### config.mk
export PLATFORM = sky130hd
export DESIGN_NAME = multicycle_control
export DESIGN_NICKNAME = d
export VERILOG_FILES = /design/src/rtl/multicycle_control_pkg.sv /design/src/rtl/multicycle_control_alu_decode.sv /design/src/rtl/multicycle_control.sv
export SDC_FILE = /design/constraint.sdc
export NUM_CORES = 1
export LEC_CHECK = 0
export CORE_AREA = 8 8 63 65
export CTS_BUF_LIST = sky130_fd_sc_hd__clkbuf_2 sky130_fd_sc_hd__clkbuf_4 sky130_fd_sc_hd__clkbuf_8
export CTS_CLUSTER_SIZE = 30
export DETAILED_ROUTE_END_ITERATION = 10
export DIE_AREA = 0 0 71 73
export PLACE_DENSITY = 0.84
export SLEW_MARGIN = 20
export SYNTH_ARGS = -nofsm -noshare
export SYNTH_HDL_FRONTEND = slang
export SYNTH_HIERARCHICAL = 1
export SYNTH_SLANG_ARGS = --single-unit
### constraint.sdc
create_clock -name clk -period 2.63 [get_ports clk]
set_input_delay 0.526 -clock clk [delete_from_list [all_inputs] [get_ports clk]]
set_output_delay 0.526 -clock clk [all_outputs]
set_load 0.01 [all_outputs]
### src/rtl/multicycle_control_pkg.sv
// Shared encodings for the multicycle MIPS control path: FSM states, ALU codes,
// opcode/funct constants and datapath mux selects.
package multicycle_control_pkg;

    typedef enum logic [3:0] {
        ST_FETCH  = 4'd0,
        ST_DECODE = 4'd1,
        ST_MEMADR = 4'd2,
        ST_MEMRD  = 4'd3,
        ST_MEMWB  = 4'd4,
        ST_MEMWR  = 4'd5,
        ST_REX    = 4'd6,
        ST_RWB    = 4'd7,
        ST_BEQ    = 4'd8,
        ST_JMP    = 4'd9,
        ST_JR     = 4'd10
    } state_e;

    localparam logic [3:0] ALU_NONE = 4'b0000;
    localparam logic [3:0] ALU_ADD  = 4'b0001;
    localparam logic [3:0] ALU_SUB  = 4'b0010;
    localparam logic [3:0] ALU_AND  = 4'b0011;
    localparam logic [3:0] ALU_OR   = 4'b0100;
    localparam logic [3:0] ALU_NOR  = 4'b0101;
    localparam logic [3:0] ALU_SLT  = 4'b0110;
    localparam logic [3:0] ALU_SLL  = 4'b0111;
    localparam logic [3:0] ALU_SRL  = 4'b1000;
    localparam logic [3:0] ALU_SRA  = 4'b1001;
    localparam logic [3:0] ALU_ADDU = 4'b1010;
    localparam logic [3:0] ALU_SUBU = 4'b1011;

    localparam logic [5:0] OP_RTYPE = 6'b000000;
    localparam logic [5:0] OP_LW    = 6'b100011;
    localparam logic [5:0] OP_SW    = 6'b101011;
    localparam logic [5:0] OP_BEQ   = 6'b000100;
    localparam logic [5:0] OP_J     = 6'b000010;

    localparam logic [5:0] FN_ADD  = 6'b100000;
    localparam logic [5:0] FN_ADDU = 6'b100001;
    localparam logic [5:0] FN_SUB  = 6'b100010;
    localparam logic [5:0] FN_SUBU = 6'b100011;
    localparam logic [5:0] FN_AND  = 6'b100100;
    localparam logic [5:0] FN_OR   = 6'b100101;
    localparam logic [5:0] FN_NOR  = 6'b100111;
    localparam logic [5:0] FN_SLT  = 6'b101010;
    localparam logic [5:0] FN_SLL  = 6'b000000;
    localparam logic [5:0] FN_SRL  = 6'b000010;
    localparam logic [5:0] FN_SRA  = 6'b000011;
    localparam logic [5:0] FN_JR   = 6'b001000;

    localparam logic [1:0] SRCB_RT     = 2'b00;
    localparam logic [1:0] SRCB_FOUR   = 2'b01;
    localparam logic [1:0] SRCB_IMM    = 2'b10;
    localparam logic [1:0] SRCB_IMM_S2 = 2'b11;

    localparam logic [1:0] PCSRC_ALU    = 2'b00;
    localparam logic [1:0] PCSRC_ALUOUT = 2'b01;
    localparam logic [1:0] PCSRC_JUMP   = 2'b10;
    localparam logic [1:0] PCSRC_RS     = 2'b11;

    // States that talk to memory and therefore run the wait counter.
    function automatic logic is_mem_state(input state_e s);
        return (s == ST_FETCH) || (s == ST_MEMRD) || (s == ST_MEMWR);
    endfunction

endpackage

### src/rtl/multicycle_control_alu_decode.sv
// R-type funct to ALU operation decode; valid_o flags a funct the REX path accepts.
module alu_decode
    import multicycle_control_pkg::*;
(
    input  logic [5:0] funct_i,
    output logic [3:0] alu_op_o,
    output logic       valid_o
);

    always_comb begin
        alu_op_o = ALU_NONE;
        valid_o  = 1'b1;
        case (funct_i)
            FN_ADD:  alu_op_o = ALU_ADD;
            FN_ADDU: alu_op_o = ALU_ADDU;
            FN_SUB:  alu_op_o = ALU_SUB;
            FN_SUBU: alu_op_o = ALU_SUBU;
            FN_AND:  alu_op_o = ALU_AND;
            FN_OR:   alu_op_o = ALU_OR;
            FN_NOR:  alu_op_o = ALU_NOR;
            FN_SLT:  alu_op_o = ALU_SLT;
            FN_SLL:  alu_op_o = ALU_SLL;
            FN_SRL:  alu_op_o = ALU_SRL;
            FN_SRA:  alu_op_o = ALU_SRA;
            default: valid_o  = 1'b0;
        endcase
    end

endmodule

### src/rtl/multicycle_control.sv
// Multicycle MIPS control FSM with a bounded memory-wait counter.
// Outputs decode the current state; FETCH write strobes and the error pulses also see the inputs.
module multicycle_control
    import multicycle_control_pkg::*;
#(
    parameter int MEM_TIMEOUT = 255
) (
    input  logic       clk,
    input  logic       reset,
    input  logic [5:0] opcode,
    input  logic [5:0] funct,
    input  logic       mem_ready,
    output logic       PCWrite,
    output logic       PCWriteCond,
    output logic       IorD,
    output logic       MemRead,
    output logic       MemWrite,
    output logic       IRWrite,
    output logic       MemToReg,
    output logic       RegDst,
    output logic       RegWrite,
    output logic       ALUSrcA,
    output logic [1:0] ALUSrcB,
    output logic [3:0] ALUOp,
    output logic [1:0] PCSource,
    output logic       Illegal,
    output logic       Timeout
);

    localparam int CNT_W = (MEM_TIMEOUT < 1) ? 1 : $clog2(MEM_TIMEOUT + 1);

    state_e             state_q, state_d;
    logic [CNT_W-1:0]   cnt_q, cnt_d;
    logic               is_sw_q;
    logic [3:0]         rex_op_q;

    logic [3:0]         rex_op;
    logic               rex_valid;
    logic               mem_timeout;
    logic               decode_illegal;

    alu_decode u_alu_decode (
        .funct_i  (funct),
        .alu_op_o (rex_op),
        .valid_o  (rex_valid)
    );

    always_comb begin
        mem_timeout = is_mem_state(state_q) && !mem_ready &&
                      (cnt_q == CNT_W'(MEM_TIMEOUT));

        decode_illegal = 1'b0;
        case (opcode)
            OP_LW, OP_SW, OP_BEQ, OP_J: decode_illegal = 1'b0;
            OP_RTYPE: decode_illegal = (funct != FN_JR) && !rex_valid;
            default:  decode_illegal = 1'b1;
        endcase
    end

    always_comb begin
        state_d = state_q;
        case (state_q)
            // A FETCH timeout re-enters FETCH; the counter clear below handles it.
            ST_FETCH:  if (mem_ready) state_d = ST_DECODE;
            ST_DECODE: begin
                case (opcode)
                    OP_LW, OP_SW: state_d = ST_MEMADR;
                    OP_BEQ:       state_d = ST_BEQ;
                    OP_J:         state_d = ST_JMP;
                    OP_RTYPE: begin
                        if (funct == FN_JR)  state_d = ST_JR;
                        else if (rex_valid)  state_d = ST_REX;
                        else                 state_d = ST_FETCH;
                    end
                    default:      state_d = ST_FETCH;
                endcase
            end
            ST_MEMADR: state_d = is_sw_q ? ST_MEMWR : ST_MEMRD;
            ST_MEMRD: begin
                if (mem_ready)        state_d = ST_MEMWB;
                else if (mem_timeout) state_d = ST_FETCH;
            end
            ST_MEMWR:  if (mem_ready || mem_timeout) state_d = ST_FETCH;
            ST_REX:    state_d = ST_RWB;
            default:   state_d = ST_FETCH;
        endcase

        // Only memory states ever hold, so any change or timeout means a fresh wait.
        if ((state_d != state_q) || mem_timeout) cnt_d = '0;
        else                                     cnt_d = cnt_q + CNT_W'(1);
    end

    always_ff @(posedge clk) begin
        if (reset) begin
            state_q <= ST_FETCH;
            cnt_q   <= '0;
            is_sw_q <= 1'b0;
        end else begin
            state_q <= state_d;
            cnt_q   <= cnt_d;
            if (state_q == ST_DECODE) is_sw_q <= (opcode == OP_SW);
        end
        if (state_q == ST_REX) rex_op_q <= rex_op;
    end

    always_comb begin
        PCWrite     = 1'b0;
        PCWriteCond = 1'b0;
        IorD        = 1'b0;
        MemRead     = 1'b0;
        MemWrite    = 1'b0;
        IRWrite     = 1'b0;
        MemToReg    = 1'b0;
        RegDst      = 1'b0;
        RegWrite    = 1'b0;
        ALUSrcA     = 1'b0;
        ALUSrcB     = SRCB_RT;
        ALUOp       = ALU_NONE;
        PCSource    = PCSRC_ALU;
        Illegal     = 1'b0;
        Timeout     = 1'b0;

        // Reset presents a quiet FETCH regardless of where the state register sits.
        if (reset) begin
            MemRead = 1'b1;
            ALUSrcB = SRCB_FOUR;
            ALUOp   = ALU_ADD;
        end else begin
            case (state_q)
                ST_FETCH: begin
                    MemRead = 1'b1;
                    ALUSrcB = SRCB_FOUR;
                    ALUOp   = ALU_ADD;
                    IRWrite = mem_ready;
                    PCWrite = mem_ready;
                    Timeout = mem_timeout;
                end
                ST_DECODE: begin
                    ALUSrcB = SRCB_IMM_S2;
                    ALUOp   = ALU_ADD;
                    Illegal = decode_illegal;
                end
                ST_MEMADR: begin
                    ALUSrcA = 1'b1;
                    ALUSrcB = SRCB_IMM;
                    ALUOp   = ALU_ADD;
                end
                ST_MEMRD: begin
                    MemRead = 1'b1;
                    IorD    = 1'b1;
                    Timeout = mem_timeout;
                end
                ST_MEMWB: begin
                    RegWrite = 1'b1;
                    MemToReg = 1'b1;
                end
                ST_MEMWR: begin
                    MemWrite = 1'b1;
                    IorD     = 1'b1;
                    Timeout  = mem_timeout;
                end
                ST_REX: begin
                    ALUSrcA = 1'b1;
                    ALUOp   = rex_op;
                end
                ST_RWB: begin
                    RegWrite = 1'b1;
                    RegDst   = 1'b1;
                    ALUOp    = rex_op_q;
                end
                ST_BEQ: begin
                    ALUSrcA     = 1'b1;
                    ALUOp       = ALU_SUB;
                    PCWriteCond = 1'b1;
                    PCSource    = PCSRC_ALUOUT;
                end
                ST_JMP: begin
                    PCWrite  = 1'b1;
                    PCSource = PCSRC_JUMP;
                end
                ST_JR: begin
                    PCWrite  = 1'b1;
                    PCSource = PCSRC_RS;
                end
                default: ;
            endcase
        end
    end

endmodule

==> flow_summary.yaml, run 1 <==
status:
  outcome: "finished, violations left"
  violations: "setup timing"
min_path:
  hold_class: "register to register"
  hp-start: "cnt_q[0]"
clock_network:
  clk_latency_ns: 0.30
  cts_buffers: 3
  cts-root-buf: "clkbuf_4"
  cts_tree: "done"
  cts_sinks: 17
  clockBufferDepth: 2
  cts_hold_buf: 0
  path_clk_slew_ns: 0.10
  h-tree-depth: 1
logic_synthesis:
  synthTopCellsByArea: "dfxtp_1 18%, edfxtp_1 8.5%, nor2_1 5.3%, nor4_1 5.3%, nor3_1 4.6%"
  synth.most_common_cell: "nor2_1"
  avgSynthCellArea_um2: 7.92
  seq_area_frac_synth_pct: 26.8
  ys_ff_latch: 17
  synth_largest_area_cell: "dfxtp_1"
  yosysTopAreaCellShare_pct: 18.4
  syn_inst: 179
  synth_flop_cell: "dfxtp_1"
  async_flop_share_pct: 0
  ys_types: 54
  synthTopCellsByCount: "20 x nor2_1, 13 x dfxtp_1, 13 x nor3_1, 12 x nor4_1"
  syn_nets: 195
  synth_edf_count: 4
  synth_warnings: 6
  netlist_area_mm2: 0.00142
routing:
  wl_um: 4640
  drtAntennaViolNets: 0
  drc: 0
  vias_per_cell: 5.92
  drt_iter0_drc: 102
  wl_per_cell_um: 16.7
  firstDrtPassIters: 4
  vias: 1641
global_routing:
  grt_usage_pct: 18.5
  antenna_found_initial: 0
  grt-ovfl-total: 0
  grt_max_degree: 12
  grt_pass1_wl_um: 7800
  grt_pass1_vias: 1655
sta:
  setup_slack_ns: -0.0248
  fmax_mhz: 377
  tightest_slew_ns: 0.901
  tns_ns: -0.0248
  hold_viol: 0
  hold_slack_ns: 0.524
  period_share_pct: 101
  rsz0062_at_grt: "true"
  drv_slew: 0
  min_period_ns: 2.65
  maxSlewHeadroom_pct: 39.6
  fin_skew_ns: 0.00465
  setup_violations: 1
setup_path:
  crit_type: "input port to primary output"
  slowest_delay_ns: 0.33
  required_ns: 2.10
  cp-startpoint: "funct[0]"
  crit_buf_inv: 3
  rr_startpoint: "state_q[3]"
  cp_slowest_cell: "o32a_1"
  startpoint_type: "input port"
  cp_common_cell: "o32a_1"
  critPathCaptureType: "primary output"
  path_max_fanout: 6
  crit_chain: "dlygate4sd2_1 -> buf_4 -> nand2_1 -> o32a_1 -> a21oi_2 -> mux2i_1 -> o32a_1 -> nor2_1 -> clkdlybuf4s15_2"
  critPathArrivalTime_ns: 2.13
  critical-path-top-delay-family: "compound AO/OA/AOI/OAI gates"
finish:
  postLayoutCoreUtil_pct: 72.3
  nets: 261
  drive_gt1_share_pct: 25.8
  area_growth_pct: 50.6
  fill_cells: 232
  fin_area_mm2: 0.00213
  diodes: 0
die:
  dieArea_mm2: 0.00518
  die_w_um: 71
  io_pins: 35
  core_area_mm2: 0.00295
  die_h_um: 73
  initial_core_util_pct: 48.0
  num_rows: 20
job:
  drv_cap: 0
pwr:
  leakage_nw: 0.886
  power_density_mw_per_mm2: 279
  ir_worst_vdd_mv: 0.157
placement:
  io_buffers: 34
  globalplace.congestion: 0.891
  postPlaceCellArea_mm2: 0.00203
  dp_hpwl_um: 3270
==> metal layers <==
metal	global-route usage, %	vias to the layer above	share of wire, %
met5	0	-	0
met1	20.4	753	42
met2	33.0	72	51
li1	-	809	-
met3	3.16	7	5.1
met4	10.4	0	1.9
==> power by group <==
group / switching [W] / internal (W) / leakage (nW) / total, W
registers: 0.00000484 / 0.000270 / 0.144 / 0.000275
clock network: 0.0000821 / 0.0000695 / 0.0184 / 0.000152
logic: 0.0000826 / 0.0000874 / 0.723 / 0.000170
total: 0.000169 / 0.000427 / 0.886 / 0.000596
==> worst reg2reg max path, cell delays in order, from the launching register on <==
cell,delay [ns]
dfxtp_1,0.60
buf_4,0.24
or2_2,0.13
buf_4,0.11
o221ai_1,0.09
a211oi_1,0.78
nor4_1,0.15
==> path summary, 6_finish.rpt <==
check | endpoint | slack (ns) | depth (start not counted)
worst max register to register | cnt_q[4] | 0.39 | 6
worst min register to register | cnt_q[0] | 0.52 | 1
worst min-delay path | cnt_q[0] | 0.52 | 1
worst max-delay path | ALUOp[1] | -0.02 | 9
==> flip-flops by register name (all words and copies together), names as in the netlist <==
signal    cells
cnt_q         8
is_sw_q       1
rex_op_q      4
state_q       4
==> stage by stage <==
step / total power (W) / worst slack, ns / cells
final: 0.000596 / -0.0248 / 277
after global routing: 0.000616 / -0.102 / 277
after CTS: 0.000587 / 0.00408 / 277
after detailed placement: 0.000437 / -0.691 / 272
after global placement: 0.000432 / -0.683 / 272
after floorplan: 0.000349 / 0.105 / 179
==> cell usage in the layout, fill, tap and decap left out, drive strengths merged, types with 8 or more instances in the layout <==
| cell | Yosys | final |
|---|---|---|
| nand2 | 9 | 9 |
| dlygate4sd2 | 0 | 12 |
| nor2 | 20 | 20 |
| dfxtp | 13 | 13 |
| nor3 | 14 | 14 |
| buf | 6 | 40 |
| nor4 | 13 | 13 |
| nand2b | 9 | 9 |
| clkdlybuf4s50 | 0 | 15 |
| a21oi | 8 | 8 |
==> what timing repair did <==
item                                    4_1_cts  5_1_grt
endpoints found under the hold margin         0        0
resized for setup                            34        6
endpoints found under the setup margin       11        7
setup buffers                                 1        0
pin swaps                                     4        1
==> final cells by class <==
| cell class | count | area [µm²] | share of cell area [%] |
|---|---|---|---|
| Inverter | 4 | 15.0 | 0.703 |
| Tap cell | 33 | 41.3 | 1.93 |
| Multi-Input combinational cell | 146 | 1020 | 48.0 |
| Timing Repair Buffer | 73 | 643 | 30.1 |
| Clock buffer | 4 | 30.0 | 1.41 |
| Sequential cell | 17 | 380 | 17.8 |
==> logic make-up after synthesis <==
| group | after synthesis | synth area share [%] |
|---|---|---|
| AO/OA/AOI/OAI | 33 | 16.9 |
| XOR/XNOR | 8 | 4.94 |
| adder cells (fa/ha/maj) | 2 | 1.59 |
| buffers and inverters | 16 | 5.47 |
| flip-flops | 17 | 26.8 |
| multiplexers | 3 | 2.12 |
| AND/OR/NAND/NOR | 100 | 42.1 |
(Power assumes the default switching activity.)
==> run 2: changes to the inputs <==
- GPL_TIMING_DRIVEN: default -> 1
==> results of run 2 <==
Same layout as run 1: the final DEF is identical, and so are final timing and power.
==> run 3: changes to the inputs <==
--- a/config.mk
+++ b/config.mk
@@ -14,3 +14,3 @@
 export PLACE_DENSITY = 0.84
-export SLEW_MARGIN = 20
+export SLEW_MARGIN = 15
 export SYNTH_ARGS = -nofsm -noshare
==> constraint.sdc (replaced) <==
create_clock -name clk -period 2.63 [get_ports clk]
set_input_delay 0.6575 -clock clk [delete_from_list [all_inputs] [get_ports clk]]
set_output_delay 0.6575 -clock clk [all_outputs]
set_load 0.01 [all_outputs]
==> run 3 against run 2 <==
The run now ends clean; via count up 2.6%; core utilization rose by 1.4 points; clock skew about the same; clock power barely moved; critical path type unchanged; register-to-register slack about the same.
==> flow_summary.yaml, run 3 (synthesis results as in run 1) <==
die:
  initial_core_util_pct: 48.0
  die_w_um: 71
  core_area_mm2: 0.00295
  dieArea_mm2: 0.00518
  die_h_um: 73
  num_rows: 20
  io_pins: 35
global_routing:
  grt_pass1_wl_um: 7440
  grt-ovfl-total: 0
  antenna_found_initial: 0
  grt_max_degree: 14
  grt_pass1_vias: 1662
  grt_usage_pct: 17.3
routing:
  vias_per_cell: 5.97
  firstDrtPassIters: 4
  wl_per_cell_um: 16.4
  drt_iter0_drc: 136
  vias: 1684
  wl_um: 4640
  drtAntennaViolNets: 0
  drc: 0
pwr:
  p_seq_share_pct: 45.3
  power.share.combinational_pct: 29.9
  ir_worst_vdd_mv: 0.168
  switching_share_pct: 29.3
  intPower_w: 0.000431
  power_density_mw_per_mm2: 280
  finalPower_w: 0.000609
  pwr-share-clk_pct: 24.8
  p_sw_w: 0.000178
  leakage_nw: 0.898
clock_network:
  clk_latency_ns: 0.30
  cts_tree: "done"
  clockBufferDepth: 2
  cts-root-buf: "clkbuf_4"
  cts_buffers: 3
  cts_hold_buf: 0
  path_clk_slew_ns: 0.10
  h-tree-depth: 1
  cts_sinks: 17
finish:
  nets: 266
  fill_cells: 219
  multiInputGateArea_mm2: 0.00109
  area_growth_pct: 53.5
  reg.largest.list: "cnt_q: 8 flops, rex_op_q: 4 flops, state_q: 4 flops"
  largest_register: "cnt_q"
  final_cell_mix: "43 x buf_4, 18 x nor2_1, 11 x dfxtp_1"
  postLayoutCoreUtil_pct: 73.7
  register_area_um2: 383
  drive_gt1_share_pct: 38.2
  largest_reg_flops: 8
  final_common_cell: "buf_4"
  diodes: 0
setup_path:
  startpoint_type: "input port"
  crit_chain: "clkdlybuf4s50_1 -> buf_6 -> buf_4 -> nor2_2 -> and3_1 -> clkdlybuf4s15_2"
  slowest_delay_ns: 0.44
  critPathArrivalTime_ns: 1.92
  critPathCaptureType: "primary output"
  reg2reg_slack_ns: 0.38
  path_max_fanout: 8
  cp_slowest_cell: "clkdlybuf4s50_1"
  required_ns: 1.97
  crit_type: "input port to primary output"
sta:
  hold_viol: 0
  fin_skew_ns: 0.00450
  tns_ns: 0
  tightest_slew_ns: 0.978
  fmax_mhz: 388
  setup_slack_ns: 0.0518
  setup_violations: 0
  maxSlewHeadroom_pct: 34.6
  period_share_pct: 98.0
  drv_slew: 0
  min_period_ns: 2.58
placement:
  globalplace.congestion: 0.883
  post-place-ws_ns: -0.899
  dp_hpwl_um: 3240
  io_buffers: 34
job:
  drv_cap: 0
status:
  outcome: "completed"
min_path:
  hold_class: "register to register"
==> run 3: worst paths after layout <==
check	endpoint	from	depth (start not counted)
max reg2reg	cnt_q[3]	state_q[3]	6
max	IorD	reset	6
min reg2reg	is_sw_q	is_sw_q	2
min	is_sw_q	is_sw_q	2
==> run 3: layer usage <==
metal | up-vias | track usage [%] | part of all wire, %
met5 | - | 0 | 0
met4 | 0 | 10.4 | 2.1
met3 | 11 | 3.30 | 6.8
met2 | 64 | 29.8 | 50
met1 | 787 | 19.3 | 41
li1 | 822 | - | -
==> run 3: layout make-up <==
| cell class | instances | share of cell area [%] |
|---|---|---|
| multi-input cells | 146 | 50.1 |
| repair buffers | 78 | 28.3 |
| flip-flops and latches | 17 | 17.6 |
| well taps | 33 | 1.90 |
| clock buffers | 4 | 1.38 |
| inverters | 4 | 0.690 |
==> run 3: repair_timing <==
| action | 4_1_cts | 5_1_grt |
|---|---|---|
| buffers inserted | 2 | 1 |
| pin swaps | 6 | 12 |
| gates resized for setup | 63 | 44 |
| endpoints found under the setup margin | 20 | 14 |
==> run 3: power groups by stage <==
stage               Combinational, W  Clock (W)  Sequential, W
finish                      0.000182   0.000151       0.000276
detailed placement          0.000158          0       0.000281
CTS                         0.000162   0.000151       0.000276
global route                0.000195   0.000162       0.000276
global placement            0.000154          0       0.000281
floorplan                  0.0000722          0       0.000279
==> run 3: worst max-delay path: cells and delay by family <==
kind          cells  cell delay (ns)
buf+inv           4             0.99
simple gates      2             0.27
==> run 3: per-stage QoR <==
stage                     hold WS (ns)  cell area [µm²]  instances
after global routing             0.607             2180        282
after detailed placement         0.534             2060        276
after CTS                        0.559             2120        282
after global placement           0.514             2060        276
after floorplan                  0.479             1430        179
final                            0.561             2180        282
